$ cat src/rtl/nn_input_framer_pkg.sv
// Shared constants and types for the network front end: the input width,
// the network's fixed pipeline latency, and the sample/class payload types.
package nn_input_framer_pkg;

  localparam int unsigned IN_SIZE_1  = 4;
  // One registered stage each in dense_layer_1..4 and final_layer
  localparam int unsigned NN_LATENCY = 5;
  localparam int unsigned SAMPLE_W   = 16;

  typedef logic [15:0] sample_t;
  typedef logic [1:0]  class_t;

endpackage

$ cat src/rtl/nn_input_framer_result.sv
// Tracks the network latency after each vector swap. It holds busy for that
// time, captures the class output and emits a one-cycle result strobe.
module nn_result_tracker #(
  parameter int unsigned NN_LATENCY = nn_input_framer_pkg::NN_LATENCY
) (
  input  logic       clk,
  input  logic       rst,
  input  logic       start_i,
  input  logic [1:0] class_i,
  output logic       busy_o,
  output logic       result_valid_o,
  output logic [1:0] result_class_o
);
  import nn_input_framer_pkg::*;

  localparam int unsigned CNT_W = $clog2(NN_LATENCY + 1);

  logic [CNT_W-1:0] cnt_q, cnt_d;
  logic             busy_q, busy_d;
  logic             valid_q, valid_d;
  class_t           class_q, class_d;

  // Counter reaches zero in the last cycle of the hold; capture on that edge.
  always_comb begin
    cnt_d   = cnt_q;
    busy_d  = busy_q;
    valid_d = 1'b0;
    class_d = class_q;
    if (start_i) begin
      busy_d = 1'b1;
      cnt_d  = CNT_W'(NN_LATENCY);
    end else if (busy_q) begin
      if (cnt_q == '0) begin
        busy_d  = 1'b0;
        valid_d = 1'b1;
        class_d = class_i;
      end else begin
        cnt_d = cnt_q - CNT_W'(1);
      end
    end
  end

  always_ff @(posedge clk or posedge rst) begin
    if (rst) begin
      cnt_q   <= '0;
      busy_q  <= 1'b0;
      valid_q <= 1'b0;
      class_q <= '0;
    end else begin
      cnt_q   <= cnt_d;
      busy_q  <= busy_d;
      valid_q <= valid_d;
      class_q <= class_d;
    end
  end

  assign busy_o         = busy_q;
  assign result_valid_o = valid_q;
  assign result_class_o = class_q;

endmodule

$ cat src/rtl/nn_input_framer.sv
// Double-buffered framer: fills a bank from the sample stream and presents
// complete frames to top_nn. The frame is held stable until the result is sampled.
module nn_input_framer #(
  parameter int unsigned FRAME_LEN  = nn_input_framer_pkg::IN_SIZE_1,
  parameter int unsigned NN_LATENCY = nn_input_framer_pkg::NN_LATENCY,
  parameter int unsigned SAMPLE_W   = 16
) (
  input  logic                          clk,
  input  logic                          rst,
  input  logic [SAMPLE_W-1:0]           sample_in,
  input  logic                          sample_valid,
  input  logic                          sample_sof,
  output logic                          sample_ready,
  output logic [SAMPLE_W*FRAME_LEN-1:0] input_vector,
  input  logic [1:0]                    class_in,
  output logic                          result_valid,
  output logic [1:0]                    result_class,
  output logic                          busy,
  output logic [7:0]                    frame_drop_cnt
);
  import nn_input_framer_pkg::*;

  localparam int unsigned IDX_W = $clog2(FRAME_LEN) + 1;

  logic [IDX_W-1:0]                   idx_q, idx_d, wr_idx;
  logic                               full_q, full_d;
  logic [FRAME_LEN-1:0][SAMPLE_W-1:0] fill_q, fill_d;
  logic [FRAME_LEN-1:0][SAMPLE_W-1:0] vec_q, vec_d;
  logic [7:0]                         drop_q, drop_d;
  logic                               accept, swap;

  assign sample_ready = !full_q;
  assign accept       = sample_valid && !full_q;
  assign swap         = full_q && !busy;

  // Accept and swap are exclusive: a full bank never accepts.
  always_comb begin
    idx_d  = idx_q;
    full_d = full_q;
    fill_d = fill_q;
    vec_d  = vec_q;
    drop_d = drop_q;
    wr_idx = sample_sof ? '0 : idx_q;
    if (accept) begin
      for (int i = 0; i < int'(FRAME_LEN); i++) begin
        if (wr_idx == IDX_W'(i)) fill_d[i] = sample_in;
      end
      if (sample_sof && (idx_q != '0) && (drop_q != 8'hFF)) drop_d = drop_q + 8'd1;
      if (wr_idx == IDX_W'(FRAME_LEN - 1)) begin
        full_d = 1'b1;
        idx_d  = '0;
      end else begin
        idx_d = wr_idx + IDX_W'(1);
      end
    end
    if (swap) begin
      vec_d  = fill_q;
      full_d = 1'b0;
    end
  end

  always_ff @(posedge clk or posedge rst) begin
    if (rst) begin
      idx_q  <= '0;
      full_q <= 1'b0;
      fill_q <= '0;
      vec_q  <= '0;
      drop_q <= '0;
    end else begin
      idx_q  <= idx_d;
      full_q <= full_d;
      fill_q <= fill_d;
      vec_q  <= vec_d;
      drop_q <= drop_d;
    end
  end

  assign input_vector   = vec_q;
  assign frame_drop_cnt = drop_q;

  nn_result_tracker #(
    .NN_LATENCY(NN_LATENCY)
  ) u_tracker (
    .clk           (clk),
    .rst           (rst),
    .start_i       (swap),
    .class_i       (class_in),
    .busy_o        (busy),
    .result_valid_o(result_valid),
    .result_class_o(result_class)
  );

endmodule
$ cat config.mk
export PLATFORM = sky130hd
export DESIGN_NAME = nn_input_framer
export DESIGN_NICKNAME = d
export VERILOG_FILES = /design/src/rtl/nn_input_framer_pkg.sv /design/src/rtl/nn_input_framer_result.sv /design/src/rtl/nn_input_framer.sv
export SDC_FILE = /design/constraint.sdc
export NUM_CORES = 1
export LEC_CHECK = 0
export ABC_AREA = 0
export CAP_MARGIN = 20
export CORE_MARGIN = 4
export CORE_UTILIZATION = 53
export DETAILED_ROUTE_END_ITERATION = 6
export GPL_ROUTABILITY_DRIVEN = 1
export PLACE_DENSITY = 0.86
export SLEW_MARGIN = 10
export SYNTH_ARGS = -nofsm -noshare
export SYNTH_HDL_FRONTEND = slang
export SYNTH_HIERARCHICAL = 1
export SYNTH_SLANG_ARGS = --single-unit
$ cat constraint.sdc
create_clock -name clk -period 5.3 [get_ports clk]
set_clock_uncertainty 0.05 [all_clocks]
set_input_delay 1.06 -clock clk [delete_from_list [all_inputs] [get_ports clk]]
set_output_delay 1.06 -clock clk [all_outputs]
set_load 0.05 [all_outputs]
Word-level counts from Yosys, hierarchy flattened
Cells that the tools add are included.

storage, ports and cells
  output and inout bits = 77
  bits in registers = 147
  word-level logic and storage cells = 58

cells by class
  reductions and logical operators = 20
  add/sub/neg operators = 3
  muxes and demuxes = 14
  bitwise logic cells = 1
  equal/unequal tests = 5

operator list
  operator                                                               number
  3-bit 2-to-1 mux                                                       5
  2-bit AND reduction                                                    7
  1-bit 2-to-1 mux                                                       9
  8-bit by 1-bit adder with 8-bit output, second input constant          1
  8-bit != test, second input constant                                   1
  3-bit by 2-bit equality test with 1-bit output, second input constant  2
  3-bit logical NOT                                                      2
  2-bit nonzero test                                                     3
  1-bit logical AND                                                      4
  3-bit by 1-bit adder with 3-bit output, second input constant          1
  3-bit by 1-bit equality test with 1-bit output, second input constant  1
  3-bit AND reduction                                                    1
  3-bit nonzero test                                                     1
  3-bit by 1-bit subtractor with 3-bit output, second input constant     1
  1-bit logical NOT                                                      2
  2-bit != test, second input constant                                   1
  1-bit NOT                                                              1

Longest topological paths before layout
  word-level depth = 5
  mapped depth = 6
  gate-level depth less buffers = 5

Hierarchy
The synthesis kept the hierarchy.

modules (own cells, without submodules)
  module             sequential area each (um2)  times used  cells each  area each (um2)
  nn_input_framer    3503.4                      1           338         5416.4
  nn_result_tracker  175.2                       1           27          332.8

Worst setup path after synthesis
No wires, ideal clock.

  path kind = in2reg
  from = in sample_sof
  to = reg fill_q[32] (netlist bit)
  data required time = 5.125 ns
  setup time = 0.125 ns
  slack = 2.881 ns
  stages = 6
  data arrival time = 2.244 ns
  buffers on the path = 2
  path through = inv_2 -> nand2_2 -> or4_4 -> buf_6 -> buf_12 -> mux2_4

on the way
  cells in the longest elaborated chain, start to end = 3

ends and longest elaborated chain
  what                                            line                   source
  from (decl)                                     nn_input_framer.sv:12  input logic sample_sof,
  3-bit 2-to-1 mux                                nn_input_framer.sv:43  wr_idx = sample_sof ? '0 : idx_q;
  3-bit by 2-bit equality test with 1-bit output  nn_input_framer.sv:46  if (wr_idx == IDX_W'(i)) fill_d[i] = sample_in;
  2-bit AND reduction (no source line)            n/a
  to (signal assigned)                            nn_input_framer.sv:72  fill_q <= fill_d;
  to (decl)                                       nn_input_framer.sv:27  logic [FRAME_LEN-1:0][SAMPLE_W-1:0] fill_q, fill_d;

Every way passes these cells.
A chain may end at the register's enable or synchronous reset.

Worst setup path after layout
  from = reg full_q
  to = out sample_ready

on the way
  cells in the longest elaborated chain, start to end = 1

ends and longest elaborated chain
  what                    line                   source
  from (decl)             nn_input_framer.sv:26  logic full_q, full_d;
  from (signal assigned)  nn_input_framer.sv:71  full_q <= full_d;
  1-bit logical NOT       nn_input_framer.sv:32  assign sample_ready = !full_q;
  to (decl)               nn_input_framer.sv:13  output logic sample_ready,

Every way passes these cells.

==> results_dict.tcl <==
set metrics [dict create \
    cp-end-kind "output pin" \
    r2r-start "full_q" \
    grt_pass1_vias 3569 \
    syn_nets 391 \
    drc 0 \
    wirelength_um 11160 \
    ys.flop_type "dfrtp_1" \
    max_cap_violations 0 \
    rsz0062_at_grt "false" \
    p_total_w 0.005170 \
    yosys-top-cells-area "dfrtp_1 (64%), mux2_2 (24%), mux2_4 (3.1%)" \
    max_freq_ghz 0.3362 \
    vdd_ir_drop_max_mv 0.3444 \
    pre_cts_ws_ns 1.967 \
    clock_latency_ns 0.52 \
    nets 497 \
    synth_common_cells "dfrtp_1 (147), mux2_2 (121), nand2_1 (15), mux2_4 (12), buf_2 (9)" \
    core_um2 10460 \
    synthArstFlopShare 1.000 \
    synth_edf_count 0 \
    yosysSeqAreaShare 0.6398 \
    start_util 0.5495 \
    cts_sinks 147 \
    regArea_um2 3679 \
    p_leak_nw 3.331 \
    worstHoldEndpoint "input_vector[11]" \
    cp.required_ns 4.19 \
    placed_area_um2 6840 \
    grt_max_degree 80 \
    critPathArrivalTime_ns 1.86 \
    rr_endpoint "input_vector[30]" \
    ys_types 35 \
    cp-start-kind "flip-flop" \
    cts_buffers 17 \
    finalSetupViolCount 0 \
    dieArea_um2 12580 \
    ant_nets 0 \
    hold_depth 1 \
    holdBufCountCts 0 \
    num_vias 3297 \
    worstMarginPinSlew_ns 0.9465 \
    ctsLongestPathBuffers 2 \
    maxSlewHeadroom 0.3675 \
    die_w_um 112.2 \
    drv_slew 0 \
    ys_ff_latch 147 \
    grt_antenna_before_repair 0 \
    netlist.area_leader.share 0.6398 \
    clk_pin_slew_worst_paths_ns 0.06 \
    min_period_over_period 0.5611 \
    crit_fanout 4 \
    dieHeight_um 112.2 \
    synth.most_common_cell "dfrtp_1" \
    place_congestion 0.7516 \
    hold_violations 0 \
    place_hpwl_um 7255 \
    syn_area_um2 5749 \
    powerDensity_nw_per_um2 694.8 \
    fin_area_um2 7441 \
    setup-tns-final_ns 0 \
    ys_warn_count 6 \
    viasPerCell 5.318 \
    io_pins 99 \
    cts_setup_buffers 0 \
    worstHoldStart "fill_q[11]" \
    finalWorstSetupSlack_ns 2.326 \
    min_path_type "flip-flop to flip-flop" \
    rr_worst_depth 4 \
    dr.pass1.iters 4 \
    cts_tree "built" \
    yosysTopAreaCell "dfrtp_1" \
    h-tree-depth 4 \
    cts-resized-gates 0 \
    ctsRootBufferMaster "clkbuf_8" \
    syn-mean-instance-area_um2 15.75 \
    synth_cells 365 \
    dr.first_iter.drc_count 116 \
    setup.worst_path.class "flip-flop to output pin" \
    status "completed" \
    track_usage 0.1892 \
    gr-total-overflow 0 \
    regToRegSetupSlack_ns 2.89 \
    io_buffers 98 \
    fill_cells 727 \
    wl_per_cell_um 18.00 \
    drive_gt1_frac 0.3636 \
    multi_input_area_um2 1953 \
    timing.hold.ws_ns 0.4507 \
    antennaDiodeCount 0 \
    std_cell_rows 37 \
    period_needed_ns 2.974 \
    grt_pass1_wl_um 18750 \
    area_growth_pct 29.42 \
]
==> flip-flops by register name (all words and copies together) (netlist names) <==
| signal | cells |
|---|---|
| u_tracker/result_valid_o | 1 |
| u_tracker/result_class_o | 2 |
| full_q | 1 |
| idx_q | 3 |
| fill_q | 64 |
| frame_drop_cnt | 8 |
| input_vector | 64 |
| u_tracker/busy_o | 1 |
| u_tracker/cnt_q | 3 |
==> cells in the final DEF (no fill, tap or decap), types with 3 or more instances in the layout <==
cell type and count:
clkdlybuf4s50_1 98, nand3_1 6, inv_6 5, dfrtp_1 147
xnor2_1 3, nor2_1 7, clkbuf_16 16, inv_1 6
clkbuf_8 4, clkinv_4 4, nand2_1 15, nor3_1 3
ha_1 4, buf_4 3, mux2_4 12, mux2_2 121
==> critical path: stages, from the launching register on <==
cell and delay, ns:
dfrtp_1 0.40, inv_1 0.12, clkdlybuf4s50_1 0.82
==> kinds of logic after synthesis <==
logic type,after synthesis,share of synthesized area
buffers and inverters,22,0.02176
AOI/OAI and AO/OA,6,0.007399
adders and majority gates,4,0.008705
xor gates and xnor gates,4,0.006095
DFF,147,0.6398
and+or+nand+nor,46,0.04244
muxes,136,0.2738
==> metal layers <==
layer | share of wire | global-route usage
met2 | 0.51 | 0.3071
met3 | 0.037 | 0.04852
met1 | 0.44 | 0.2501
met4 | 0.013 | 0.06490
met5 | 0 | 0
==> per-stage QoR <==
step	cells	utilization
floorplan	365	-
global placement	588	0.6538
detailed placement	588	0.6538
CTS	620	0.7112
global route	620	0.7112
finish	620	0.7112
==> report_power, final <==
| part | total [W] | switching, W | internal [W] |
|---|---|---|---|
| sequential | 0.00189 | 0.000283 | 0.00160 |
| clock | 0.00118 | 0.000468 | 0.000716 |
| combinational | 0.00210 | 0.00124 | 0.000856 |
==> worst max-delay path by stage <==
stage                  from  cells after the start            to
3_5_place_dp   sample_valid                      5    fill_q[22]
2_1_floorplan           rst                      1     fill_q[0]
4_1_cts              full_q                      2  sample_ready
6_report             full_q                      2  sample_ready
3_3_place_gp   sample_valid                      5    fill_q[22]
5_1_grt              full_q                      2  sample_ready
==> layout make-up <==
| type | count | share of cell area |
|---|---|---|
| clock buffers | 20 | 0.06121 |
| clock inverters | 12 | 0.01951 |
| inverters | 8 | 0.004708 |
| multi-input cells | 196 | 0.2625 |
| flip-flops and latches | 147 | 0.4944 |
| well taps | 136 | 0.02287 |
| repair buffers | 101 | 0.1349 |
(Power assumes the default switching activity.)
